**config.mk**
```make
export PLATFORM = sky130hd
export DESIGN_NAME = syn_fifo
export DESIGN_NICKNAME = d
export VERILOG_FILES = /design/src/rtl/syn_fifo.sv
export SDC_FILE = /design/constraint.sdc
export NUM_CORES = 1
export LEC_CHECK = 0
export CAP_MARGIN = 20
export CORE_UTILIZATION = 40
export CTS_CLUSTER_SIZE = 20
export DETAILED_ROUTE_END_ITERATION = 8
export HOLD_SLACK_MARGIN = 0.06
export PLACE_DENSITY_LB_ADDON = 0.2
export SLEW_MARGIN = 20
export SYNTH_ARGS = -nofsm -noshare
export SYNTH_HDL_FRONTEND = slang
export SYNTH_SLANG_ARGS = --single-unit
export TNS_END_PERCENT = 30
```
**constraint.sdc**
```tcl
create_clock -name clk -period 8.3 [get_ports clk]
set_input_delay 0.83 -clock clk [delete_from_list [all_inputs] [get_ports clk]]
set_output_delay 0.83 -clock clk [all_outputs]
set_load 0.05 [all_outputs]
```
**src/rtl/syn_fifo.sv**
```systemverilog
// Single-clock parametrised FIFO with optional first-word-fall-through read,
// programmable almost-full/almost-empty thresholds, occupancy count and error pulses.
module syn_fifo #(
  parameter int ADDR_WIDTH    = 4,
  parameter int DATA_WIDTH    = 32,
  parameter int FWFT          = 0,
  parameter int AFULL_THRESH  = (1 << ADDR_WIDTH) - 2,
  parameter int AEMPTY_THRESH = 2
) (
  input  logic                  clk,
  input  logic                  rst_n,
  input  logic                  winc,
  input  logic [DATA_WIDTH-1:0] wdata,
  output logic                  full,
  output logic                  almost_full,
  input  logic                  rinc,
  output logic [DATA_WIDTH-1:0] rdata,
  output logic                  empty,
  output logic                  almost_empty,
  output logic [ADDR_WIDTH:0]   count,
  output logic                  overflow,
  output logic                  underflow
);

  localparam int DEPTH = 1 << ADDR_WIDTH;
  localparam logic [ADDR_WIDTH-1:0] PTR_ONE    = {{(ADDR_WIDTH-1){1'b0}}, 1'b1};
  localparam logic [ADDR_WIDTH:0]   CNT_ONE    = {{ADDR_WIDTH{1'b0}}, 1'b1};
  localparam logic [ADDR_WIDTH:0]   CNT_ZERO   = {(ADDR_WIDTH+1){1'b0}};
  localparam logic [ADDR_WIDTH:0]   CNT_DEPTH  = {1'b1, {ADDR_WIDTH{1'b0}}};
  localparam logic [ADDR_WIDTH:0]   CNT_AFULL  = AFULL_THRESH[ADDR_WIDTH:0];
  localparam logic [ADDR_WIDTH:0]   CNT_AEMPTY = AEMPTY_THRESH[ADDR_WIDTH:0];

  logic [DATA_WIDTH-1:0] r_mem [DEPTH];
  logic [ADDR_WIDTH-1:0] r_wptr;
  logic [ADDR_WIDTH-1:0] r_rptr;
  logic [ADDR_WIDTH:0]   r_count;
  logic                  r_full;
  logic                  r_afull;
  logic                  r_empty;
  logic                  r_aempty;
  logic                  r_ovf;
  logic                  r_udf;
  logic [DATA_WIDTH-1:0] r_rdata;

  logic                  w_wr_ok;
  logic                  w_rd_ok;
  logic [ADDR_WIDTH:0]   w_count_nxt;

  // Acceptance is judged on the flags registered at the start of the cycle.
  always_comb begin
    w_wr_ok = winc & ~r_full;
    w_rd_ok = rinc & ~r_empty;
    case ({w_wr_ok, w_rd_ok})
      2'b10:   w_count_nxt = r_count + CNT_ONE;
      2'b01:   w_count_nxt = r_count - CNT_ONE;
      default: w_count_nxt = r_count;
    endcase
  end

  // Storage array: not reset, but a write during reset is suppressed.
  always_ff @(posedge clk) begin
    if (rst_n && w_wr_ok) begin
      r_mem[r_wptr] <= wdata;
    end
  end

  // Pointers, occupancy, flags derived from the next count, error pulses and read register.
  always_ff @(posedge clk) begin
    if (!rst_n) begin
      r_wptr   <= {ADDR_WIDTH{1'b0}};
      r_rptr   <= {ADDR_WIDTH{1'b0}};
      r_count  <= CNT_ZERO;
      r_full   <= 1'b0;
      r_afull  <= 1'b0;
      r_empty  <= 1'b1;
      r_aempty <= 1'b1;
      r_ovf    <= 1'b0;
      r_udf    <= 1'b0;
      r_rdata  <= {DATA_WIDTH{1'b0}};
    end else begin
      if (w_wr_ok) begin
        r_wptr <= r_wptr + PTR_ONE;
      end
      if (w_rd_ok) begin
        r_rptr  <= r_rptr + PTR_ONE;
        r_rdata <= r_mem[r_rptr];
      end
      r_count  <= w_count_nxt;
      r_full   <= (w_count_nxt == CNT_DEPTH);
      r_afull  <= (w_count_nxt >= CNT_AFULL);
      r_empty  <= (w_count_nxt == CNT_ZERO);
      r_aempty <= (w_count_nxt <= CNT_AEMPTY);
      r_ovf    <= winc & r_full;
      r_udf    <= rinc & r_empty;
    end
  end

  // In FWFT mode the head word is presented directly; the register covers the empty case.
  generate
    if (FWFT != 0) begin : g_fwft
      assign rdata = r_empty ? r_rdata : r_mem[r_rptr];
    end else begin : g_std
      assign rdata = r_rdata;
    end
  endgenerate

  assign full         = r_full;
  assign almost_full  = r_afull;
  assign empty        = r_empty;
  assign almost_empty = r_aempty;
  assign count        = r_count;
  assign overflow     = r_ovf;
  assign underflow    = r_udf;

endmodule

```
Word-level counts from Yosys, hierarchy flattened --
Memory sizes are Yosys's and may differ from the RTL's. A register that Yosys moved wholly into a read port is not among the register bits. Index checks and enable logic that the tools add are counted.
Storage, ports and cells: flip-flop bits (word level) 19, bits in latches 0, RAM bits 512, bits in read-only memories 0, logic and storage cells 31, memories 1
Cells by class: add/subtract/negate cells 4, $mul 0, div/mod/pow operators 0, magnitude comparators 2, equality and inequality tests 3, shift-type cells 0, multiplexer cells 3, bitwise gates (word level) 6, reductions and logical operators 3
Memory list:
- r_mem | depth 16, bits a word 32, read ports 1, clocked after memory_dff 1, wr ports 1, line 33 | logic [DATA_WIDTH-1:0] r_mem [DEPTH];
Operators by type and width (count):
- case mux 5 bit (2 select lines) | 1
- adder 4 x 1 -> 4 bit, second input constant | 2
- adder 5 x 1 -> 5 bit, second input constant | 1
- == test 5 bit, second input constant | 1
- >= comparator 5 x 4 -> 1 bit, second input constant | 1
- <= comparator 5 x 2 -> 1 bit, second input constant | 1
- logical NOT 5 bit | 1
- subtractor 5 x 1 -> 5 bit, second input constant | 1
- AND 1 bit | 4
- == test 2 x 1 -> 1 bit, second input constant | 1
- == test 2 bit, second input constant | 1
- 2-to-1 mux 1 bit | 2
- inverter 1 bit | 2
- logical AND 1 bit | 1
- logical NOT 1 bit | 1

Logic depth before layout (Yosys ltp) --
Gate-level depths: netlist (run 1).
depth in word-level cells 5, mapped depth 12, gate-level depth less buffers 11

Worst setup path after synthesis (run 1) --
No wires, ideal clock.
path type input -> register, from input port rinc, to register r_aempty (netlist: almost_empty), arrival time 3.301 ns, path slack 4.913 ns, stages 11, buffers on the path 4, cells stage by stage nor2b_1 buf_2 buf_1 clkbuf_1 ha_1 a221oi_2 or4_1 buf_2 nor4_2 a311oi_1 a221oi_2
On the way: word-level cells in the longest chain between the ends 4, elaborated cells on any way between the ends 5, classes of those cells 1 x order compare; 2 x eq/ne; 1 x mux; 1 x bitwise
Ends and longest elaborated chain:
- start: declaration | line 16 | input logic rinc,
- AND 1 bit * | line 52 | w_rd_ok = rinc & ~r_empty;
- == test 2 x 1 -> 1 bit or == test 2 bit (tied branches) | line 53 | case ({w_wr_ok, w_rd_ok})
- case mux 5 bit (2 select lines) * | line 53
- <= comparator 5 x 2 -> 1 bit * | line 92 | r_aempty <= (w_count_nxt <= CNT_AEMPTY);
- end signal: assignment | line 92
- end: declaration | line 40 | logic r_aempty;
Mark *: on every way between the ends. The rest lies on a longest branch, timed or not. A chain may end at the register's enable or synchronous reset.

Worst setup path in the final report (run 1) --
from input port rinc, to register r_empty (netlist: empty)
On the way: word-level cells in the longest chain between the ends 4, elaborated cells on any way between the ends 5, classes of those cells 2 x eq/ne; 1 x mux; 1 x bitwise; 1 x reduce/logical
Ends and longest elaborated chain:
- AND 1 bit * | line 52
- == test 2 x 1 -> 1 bit or == test 2 bit (tied branches) | line 53
- case mux 5 bit (2 select lines) * | line 53
- logical NOT 5 bit * | line 91 | r_empty <= (w_count_nxt == CNT_ZERO);
- end signal: assignment | line 91
- end: declaration | line 39 | logic r_empty;
Marks and branches as above.

==> results.sh, run 1 <==
export IMPL_grtUsageTotal_pct=17.1
export IMPL_slew_headroom_pct=28.6
export IMPL_vias=9784
export IMPL_yosysUniqueCellTypes=43
export IMPL_fin_crit_sh_pct=41.0
export IMPL_worst_hold_path_type="register to register"
export IMPL_clk_latency_ns=0.60
export IMPL_cts_tree="done"
export IMPL_cts_hold_buffers_added=0
export IMPL_hold_end="rdata[14]$_SDFFE_PN0P_"
export IMPL_drv_slew=0
export IMPL_seq_power_share_pct=46.9
export IMPL_clock_skew_ns=0.0124
export IMPL_synth_flop_cell="edfxtp_1"
export IMPL_rows=84
export IMPL_placedInstanceArea_mm2=0.0231
export IMPL_path_clk_slew_ns=0.06
export IMPL_cp_end_kind="register"
export IMPL_drive_gt1_share_pct=26.4
export IMPL_reg2reg_slack_ns=5.12
export IMPL_antennaDiodeCount=0
export IMPL_avgSynthCellArea_um2=21.5
export IMPL_ir_drop_mv=0.191
export IMPL_power_uw=6940
export IMPL_clockPowerShare_pct=38.8
export IMPL_finalHoldViolations=0
export IMPL_dpl_worst_slack_ns=4.12
export IMPL_detailed_place_hpwl_um=24900
export IMPL_postSynthCellCount=993
export IMPL_yosysSeqAreaShare_pct=76.7
export IMPL_startpoint="rinc"
export IMPL_synth_seq_cells=563
export IMPL_first_pass_iters=5
export IMPL_r2r_start="r_rptr[0]$_SDFFE_PN0P_"
export IMPL_pwr_share_comb_pct=14.3
export IMPL_area_delta_synth_final_pct=17.6
export IMPL_path_cells="clkdlybuf4s50_1, nor2b_4, buf_4, nand2_1, xnor2_1, ha_1, a21oi_1, xnor2_1, nor4_2, a311oi_1, a21oi_1"
export IMPL_worstPathRequired_ns=8.76
export IMPL_critPathSlowestCell="buf_4"
export IMPL_critPathMaxFanout=44
export IMPL_hold_ws_ns=0.441
export IMPL_netlist_area_leader_share_pct=71.9
export IMPL_finalInstanceArea_mm2=0.0252
export IMPL_clock_sinks=563
export IMPL_synth_net_count=1036
export IMPL_final_cell_mix="512 x edfxtp_1, 160 x mux4_2, 77 x nand2_1, 77 x clkdlybuf4s50_1, 57 x clkbuf_16"
export IMPL_nets=1141
export IMPL_drc=0
export IMPL_overflow=0
export IMPL_arrival_ns=3.86
export IMPL_tightest_slew_ns=1.07
export IMPL_wl_um=44900
export IMPL_sw_frac_of_total_pct=24.3
export IMPL_max_freq_mhz=294
export IMPL_initial_core_util_pct=40.6
export IMPL_cts_resized=0
export IMPL_h_tree_depth=2
export IMPL_core_mm2=0.0527
export IMPL_status="finished clean"
export IMPL_r2r_end="rdata[30]$_SDFFE_PN0P_"
export IMPL_numCtsBuffers=57
export IMPL_criticalPathCategory="input pin to register"
export IMPL_drv_cap=0
export IMPL_die_height_um=233
export IMPL_drt_first_iter_violations=721
export IMPL_place_congestion=0.741
export IMPL_synth_area_mm2=0.0214
export IMPL_fin_setup_tns_ns=0
export IMPL_whs_path_depth=2
export IMPL_critical_path_max_stage_delay_ns=0.51
export IMPL_setup_ws_ns=4.90
export IMPL_die_width_um=233
export IMPL_rsz0062_at_grt="false"
export IMPL_grt_pass1_wl_um=67500
export IMPL_critPathLaunchType="input pin"
export IMPL_port_buffer_count=78
export IMPL_p_int_uw=5260
export IMPL_yosysWarnings=0
export IMPL_routedWlPerCell_um=24.5
export IMPL_grt_pass1_vias=10200
export IMPL_mostFrequentLayoutCell="edfxtp_1"
export IMPL_hp_start="rdata[14]$_SDFFE_PN0P_"
export IMPL_grt_antenna_before_repair=0
export IMPL_synth_edf_count=512
export IMPL_r2r_cells=5
export IMPL_leakage_uw=0.00779
export IMPL_grt_max_degree=64
export IMPL_setup_violations=0
export IMPL_io_pins=79
export IMPL_netlist_top_cells_area="edfxtp_1 72%, mux4_2 17%, dfxtp_1 4.8%"
export IMPL_cts_root_buf="clkbuf_16"
export IMPL_clock_path_buffers=3
export IMPL_die_area_mm2=0.0544
export IMPL_cts_setup_buffers=0
export IMPL_p_sw_uw=1680
export IMPL_vias_per_cell=5.33
export IMPL_async_flop_share_pct=0
export IMPL_period_needed_ns=3.40
export IMPL_pwr_density_cell_mw_per_mm2=276
export IMPL_synth_area_leader_cell="edfxtp_1"
export IMPL_ant_nets=0
-- per-stage QoR --
step / std cells / utilization [%]
floorplan: 993 / -
global placement: 1723 / 43.8
global route: 1834 / 47.8
CTS: 1832 / 47.7
detailed placement: 1725 / 43.9
finish: 1834 / 47.8
-- metal layers --
layer | share of wire, % | global-route usage, % | wire (um)
met1 | 46 | 24.4 | 20700
met3 | 3.6 | 2.53 | 1610
met2 | 48 | 27.3 | 21800
met4 | 2.0 | 4.76 | 879
met5 | 0 | 0 | 0
-- sequential cells by signal, indices dropped and copies added (netlist names) --
signal        cells
almost_empty      1
almost_full       1
count             5
empty             1
full              1
overflow          1
r_mem           512
r_rptr            4
r_wptr            4
rdata            32
underflow         1
-- layout make-up --
| cell class | count | area [um^2] |
|---|---|---|
| Fill cell | 4291 | 27500 |
| Sequential cell | 563 | 16400 |
| Multi-Input combinational cell | 369 | 4860 |
| Clock buffer | 78 | 1570 |
| Timing Repair Buffer | 102 | 1020 |
| Tap cell | 688 | 861 |
| Clock inverter | 29 | 410 |
| Inverter | 5 | 23.8 |
-- Yosys cell counts (2+ instances only) --
cell type / count
edfxtp_1: 512
mux4_2: 160
nand2_1: 77
dfxtp_1: 51
nand3_1: 34
nor2_1: 31
clkbuf_1: 27
buf_2: 17
buf_1: 10
a21oi_1: 8
ha_1: 7
xnor2_1: 7
inv_1: 4
nand2b_1: 4
xor2_1: 4
mux2i_1: 3
nand4_1: 3
a221oi_2: 2
nand3b_1: 2
nor2b_1: 2
nor3_1: 2
nor3b_1: 2
nor4_1: 2
o21ai_0: 2
or3_1: 2
-- power by group through the flow --
stage	Sequential, uW	Combinational, uW	Clock (uW)
after floorplan	3410	607	0
after global placement	3320	999	0
after detailed placement	3320	1010	0
after CTS	3260	1010	2750
after global routing	3270	1070	2860
final	3250	994	2690
-- kinds of logic (layout without fill, tap and decap cells) --
group | count (synthesis) | count (layout) | synth area share [%]
XOR/XNOR | 11 | 11 | 0.450
flip-flops | 563 | 563 | 76.7
multiplexers | 163 | 163 | 17.0
adder cells (fa/ha/maj) | 7 | 7 | 0.409
buffers and inverters | 61 | 214 | 1.23
AND/OR/NAND/NOR | 169 | 169 | 3.62
AO/OA/AOI/OAI | 19 | 19 | 0.644
-- worst max path at each step --
stage	endpoint	slack, ns	cells past startpoint
floorplan	almost_empty$_SDFF_PN1_	4.91	11
global placement	r_mem[2][29]$_DFFE_PP_	4.18	4
detailed placement	r_mem[0][2]$_DFFE_PP_	4.12	4
CTS	r_mem[0][27]$_DFFE_PP_	4.78	4
global route	empty$_SDFF_PN1_	4.65	12
finish	empty$_SDFF_PN1_	4.90	11
-- critical path, delay by kind of cell --
family                     cells  cell delay [ns]
xor gates and xnor gates       2             0.67
AOI/OAI and AO/OA              3             0.68
adders and majority gates      1             0.22
buffers and inverters          2             0.99
and+or+nand+nor                3             0.44
Note: power is estimated with default switching activity, not from simulation.
==> run 2, diff against run 1 <==
Clock period 8.3 ns to 3.4 ns, I/O delays scaled along.
==> run 2 against run 1 <==
Worst setup slack lost 4.1 ns. Clock power rose by 140%. Flip-flop and latch count unchanged. Sequential power is 140% higher. Total power up 140%.
==> results.sh, run 2 (synthesis results as in run 1) <==
export IMPL_cts_resized=0
export IMPL_critical_path_max_stage_delay_ns=0.50
export IMPL_arrival_ns=3.09
export IMPL_cp_end_kind="register"
export IMPL_largest_register="r_mem"
export IMPL_max_freq_mhz=384
export IMPL_mostFrequentLayoutCell="edfxtp_1"
export IMPL_drt_first_iter_violations=893
export IMPL_place_congestion=0.735
export IMPL_critPathMaxFanout=8
export IMPL_path_clk_slew_ns=0.06
export IMPL_cts_setup_buffers=0
export IMPL_tightest_slew_ns=0.726
export IMPL_worstPathRequired_ns=3.88
export IMPL_reg2reg_slack_ns=0.79
export IMPL_cts_hold_buffers_added=0
export IMPL_vias_per_cell=5.42
export IMPL_path_cells="nor2b_4, inv_6, nand2_1, xnor2_1, ha_1, a21oi_1, xnor2_1, nor4_2, a311oi_1, a21oi_1"
export IMPL_drv_slew=0
export IMPL_die_area_mm2=0.0544
export IMPL_fin_crit_sh_pct=76.7
export IMPL_r2r_start="full$_SDFF_PN0_"
export IMPL_grt_pass1_wl_um=69700
export IMPL_grt_antenna_before_repair=1
export IMPL_port_buffer_count=78
export IMPL_core_mm2=0.0527
export IMPL_rows=84
export IMPL_hold_end="rdata[17]$_SDFFE_PN0P_"
export IMPL_area_delta_synth_final_pct=18.7
export IMPL_worst_hold_path_type="input pin to register"
export IMPL_power_uw=16800
export IMPL_drv_cap=0
export IMPL_final_cell_mix="512 x edfxtp_1, 160 x mux4_2, 77 x nand2_1, 77 x clkdlybuf4s50_1, 59 x clkbuf_16"
export IMPL_critPathTopFamily="compound AO/OA/AOI/OAI gates"
export IMPL_ir_drop_mv=0.418
export IMPL_numCtsBuffers=59
export IMPL_r2r_end="full$_SDFF_PN0_"
export IMPL_vias=10100
export IMPL_largest_register_ffs=512
export IMPL_clock_skew_ns=0.0298
export IMPL_drive_gt1_share_pct=27.4
export IMPL_critPathLaunchType="register"
export IMPL_antennaDiodeCount=0
export IMPL_pwr_density_cell_mw_per_mm2=661
export IMPL_grt_max_degree=42
export IMPL_hp_start="rst_n"
export IMPL_die_height_um=233
export IMPL_crit_buf_inv=1
export IMPL_status="finished clean"
export IMPL_clock_path_buffers=3
export IMPL_drc=0
export IMPL_fin_setup_tns_ns=0
export IMPL_grt_pass1_vias=10400
export IMPL_rsz0062_at_grt="false"
export IMPL_clk_latency_ns=0.62
export IMPL_slew_headroom_pct=51.6
export IMPL_r2r_cells=10
export IMPL_first_pass_iters=5
export IMPL_h_tree_depth=2
export IMPL_finalHoldViolations=0
export IMPL_nets=1164
export IMPL_overflow=0
export IMPL_whs_path_depth=3
export IMPL_cts_tree="done"
export IMPL_cts_root_buf="clkbuf_16"
export IMPL_setup_violations=0
export IMPL_initial_core_util_pct=40.6
export IMPL_detailed_place_hpwl_um=25900
export IMPL_grtUsageTotal_pct=17.8
export IMPL_crit_cells=10
export IMPL_die_width_um=233
export IMPL_wl_um=46800
export IMPL_routedWlPerCell_um=25.2
export IMPL_clock_sinks=563
export IMPL_leakage_uw=0.00790
export IMPL_ant_nets=0
export IMPL_period_needed_ns=2.61
export IMPL_critPathSlowestCell="xnor2_1"
export IMPL_io_pins=79
export IMPL_criticalPathCategory="register to register"
[run 2: cell count changes in the layout (fill, tap and decap cells not counted), moves of 2 or more]
cell       previous run  this run
buf_12                2        17
bufinv_16            10         5
inv_16                0         2
clkbuf_1             15        21
clkbuf_16            57        59
buf_4                20        28
buf_16                2         0
[run 2: report_power, final]
group          internal [uW]  switching (uW)  leakage (uW)
clock network           3710            2630      0.000932
logic                   1190            1320       0.00194
registers               7740             203       0.00503
total                  12600            4150       0.00790
[run 2: routing by layer]
metal,global-route usage (%),up-vias,wire (um)
met5,0,-,12
met4,4.02,2,726
met3,3.44,72,2430
met2,29.0,248,23000
met1,24.8,5379,20600
li1,-,4369,-
[run 2: worst max-delay path by stage]
stage / end / slack [ns] / start
6_report: full$_SDFF_PN0_ / 0.79 / full$_SDFF_PN0_
5_1_grt: empty$_SDFF_PN1_ / 0.58 / full$_SDFF_PN0_
4_1_cts: full$_SDFF_PN0_ / 0.81 / full$_SDFF_PN0_
3_5_place_dp: full$_SDFF_PN0_ / 0.31 / winc
3_3_place_gp: empty$_SDFF_PN1_ / 0.38 / winc
2_1_floorplan: almost_empty$_SDFF_PN1_ / 0.32 / empty$_SDFF_PN1_
[run 2: final cells by class]
| type | instances | area, um^2 |
|---|---|---|
| Clock buffer | 85 | 1620 |
| Clock inverter | 25 | 287 |
| Fill cell | 4226 | 27300 |
| Inverter | 5 | 23.8 |
| Multi-Input combinational cell | 369 | 4860 |
| Sequential cell | 563 | 16400 |
| Tap cell | 688 | 861 |
| Timing Repair Buffer | 123 | 1330 |
[run 2: per-stage QoR]
stage               hold slack (ns)  area [um^2]  utilization (%)  instances  setup slack [ns]
floorplan                     0.439        21400                -        993             0.323
global placement              0.429        23500             44.6       1748             0.379
detailed placement            0.432        23500             44.6       1748             0.311
CTS                           0.123        25400             48.2       1858             0.813
global route                  0.144        25400             48.2       1858             0.580
finish                        0.152        25400             48.2       1858             0.794
[run 2: worst reg2reg max path: stages (launching register included)]
cell	delay, ns
dfxtp_1	0.34
nor2b_4	0.28
inv_6	0.08
nand2_1	0.13
xnor2_1	0.13
ha_1	0.22
a21oi_1	0.07
xnor2_1	0.50
nor4_2	0.09
a311oi_1	0.49
a21oi_1	0.13
==> run 3, diff against run 2 <==
Clock period 3.4 ns to 2.73 ns, I/O delays scaled along.
==> run 3 against run 2 <==
Global-route usage increased by 0.33 points. Via count increased by 0.54%. Total power increased by 27%. Critical path depth unchanged. Utilization increased by 0.73 points. Sequential share of layout area decreased by 0.96 points. Die area unchanged. Cell count increased by 0.97%. Final area increased by 1.5%. First-iteration DRC count decreased by 9.1%. Clock skew decreased by 0.011 ns. Critical endpoint is now empty$_SDFF_PN1_. Largest power group unchanged.
==> results.sh, run 3 (synthesis results as in run 1) <==
export IMPL_status="finished clean"
export IMPL_die_height_um=233
export IMPL_grtUsageTotal_pct=18.1
export IMPL_ant_nets=0
export IMPL_clock_sinks=563
export IMPL_finish_utilization_pct=49.0
export IMPL_port_buffer_count=78
export IMPL_sw_frac_of_total_pct=24.7
export IMPL_io_pins=79
export IMPL_pwr_density_cell_mw_per_mm2=825
export IMPL_placedInstanceArea_mm2=0.0238
export IMPL_grt_pass1_wl_um=70300
export IMPL_arrival_ns=2.90
export IMPL_core_mm2=0.0527
export IMPL_critPathLaunchType="register"
export IMPL_period_needed_ns=2.43
export IMPL_drc=0
export IMPL_detailed_place_hpwl_um=26100
export IMPL_ir_drop_mv=0.470
export IMPL_initial_core_util_pct=40.6
export IMPL_slew_headroom_pct=62.2
export IMPL_cp_end_kind="register"
export IMPL_h_tree_depth=2
export IMPL_rows=84
export IMPL_vias_per_cell=5.40
export IMPL_setup_ws_ns=0.298
export IMPL_grt_antenna_before_repair=3
export IMPL_dpl_worst_slack_ns=-0.147
export IMPL_p_int_uw=16000
export IMPL_largest_register_ffs=512
export IMPL_cts_root_buf="clkbuf_16"
export IMPL_rsz0062_at_grt="false"
export IMPL_drv_slew=0
export IMPL_drive_gt1_share_pct=29.0
export IMPL_cts_tree="done"
export IMPL_area_delta_synth_final_pct=20.5
export IMPL_place_congestion=0.717
export IMPL_worst_hold_path_type="input pin to register"
export IMPL_path_clk_slew_ns=0.06
export IMPL_final_cell_mix="512 x edfxtp_1, 160 x mux4_2, 77 x nand2_1, 77 x clkdlybuf4s50_1, 59 x clkbuf_16"
export IMPL_fillCellCount=4222
export IMPL_cts_resized=0
export IMPL_antennaDiodeCount=0
export IMPL_grt_max_degree=38
export IMPL_clockPowerShare_pct=38.4
export IMPL_cts_setup_buffers=0
export IMPL_drv_cap=0
export IMPL_nets=1181
export IMPL_multiInputGateArea_mm2=0.00486
export IMPL_clock_path_buffers=3
export IMPL_fin_crit_sh_pct=89.1
export IMPL_die_area_mm2=0.0544
export IMPL_routedWlPerCell_um=25.5
export IMPL_cts_hold_buffers_added=0
export IMPL_first_pass_iters=5
export IMPL_power_uw=21300
export IMPL_clock_skew_ns=0.0191
export IMPL_seq_power_share_pct=46.3
export IMPL_die_width_um=233
export IMPL_drt_first_iter_violations=812
export IMPL_largest_register="r_mem"
export IMPL_p_sw_uw=5250
export IMPL_grt_pass1_vias=10500
export IMPL_finalInstanceArea_mm2=0.0258
export IMPL_wl_um=47800
export IMPL_max_freq_mhz=411
export IMPL_setup_violations=0
export IMPL_vias=10100
export IMPL_worstPathRequired_ns=3.20
export IMPL_leakage_uw=0.00806
export IMPL_numCtsBuffers=59
export IMPL_tightest_slew_ns=0.563
export IMPL_pwr_share_comb_pct=15.3
export IMPL_clk_latency_ns=0.63
export IMPL_fin_setup_tns_ns=0
export IMPL_finalHoldViolations=0
export IMPL_overflow=0
export IMPL_criticalPathCategory="register to register"
export IMPL_critPathMaxFanout=8
export IMPL_seqCellArea_mm2=0.0164
export IMPL_mostFrequentLayoutCell="edfxtp_1"
[run 3: final timing paths]
check                           cells past startpoint  slack [ns]                endpoint                   start
worst min register to register                      2        0.44  rdata[11]$_SDFFE_PN0P_  rdata[11]$_SDFFE_PN0P_
worst min-delay path                                3        0.17   rdata[0]$_SDFFE_PN0P_                   rst_n
worst max-delay path                               10        0.30        empty$_SDFF_PN1_         full$_SDFF_PN0_
worst max register to register                     10        0.30        empty$_SDFF_PN1_         full$_SDFF_PN0_
[run 3: per-stage QoR]
stage	instances	hold WS, ns
floorplan	993	0.372
global placement	1765	0.430
detailed placement	1765	0.434
CTS	1876	0.161
global route	1876	0.180
finish	1876	0.170
[run 3: power by group through the flow]
stage	Sequential, uW	Combinational (uW)	Clock [uW]
4_1_cts	9850	3310	8360
3_3_place_gp	10000	3300	0
2_1_floorplan	10400	1850	0
5_1_grt	9870	3490	8670
6_report	9850	3250	8170
3_5_place_dp	10000	3300	0
[run 3: area by class of cell]
class	instances	area share (%)
sequential	563	63.7
multi-input combinational	369	18.9
timing repair buffer	140	6.32
clock buffer	69	5.87
tap	688	3.34
clock inverter	42	1.85
inverter	5	0.0922
[run 3: critical path, cell delays in order (launching register included)]
cell and delay (ns):
dfxtp_1 0.35, nor2b_4 0.17, inv_6 0.06, nand2_1 0.10, xnor2_1 0.12, ha_1 0.22
a21oi_1 0.07, xnor2_1 0.49, nor4_2 0.09, a311oi_1 0.48, a21oi_1 0.13
[run 3: metal layers]
layer | part of all wire (%) | vias to the layer above | wire [um] | global-route usage (%)
met4 | 1.6 | 6 | 751 | 4.41
met5 | 0.096 | - | 46 | 0
met1 | 43 | 5444 | 20700 | 24.6
met3 | 4.4 | 63 | 2090 | 2.81
li1 | - | 4392 | - | -
met2 | 51 | 219 | 24200 | 30.7
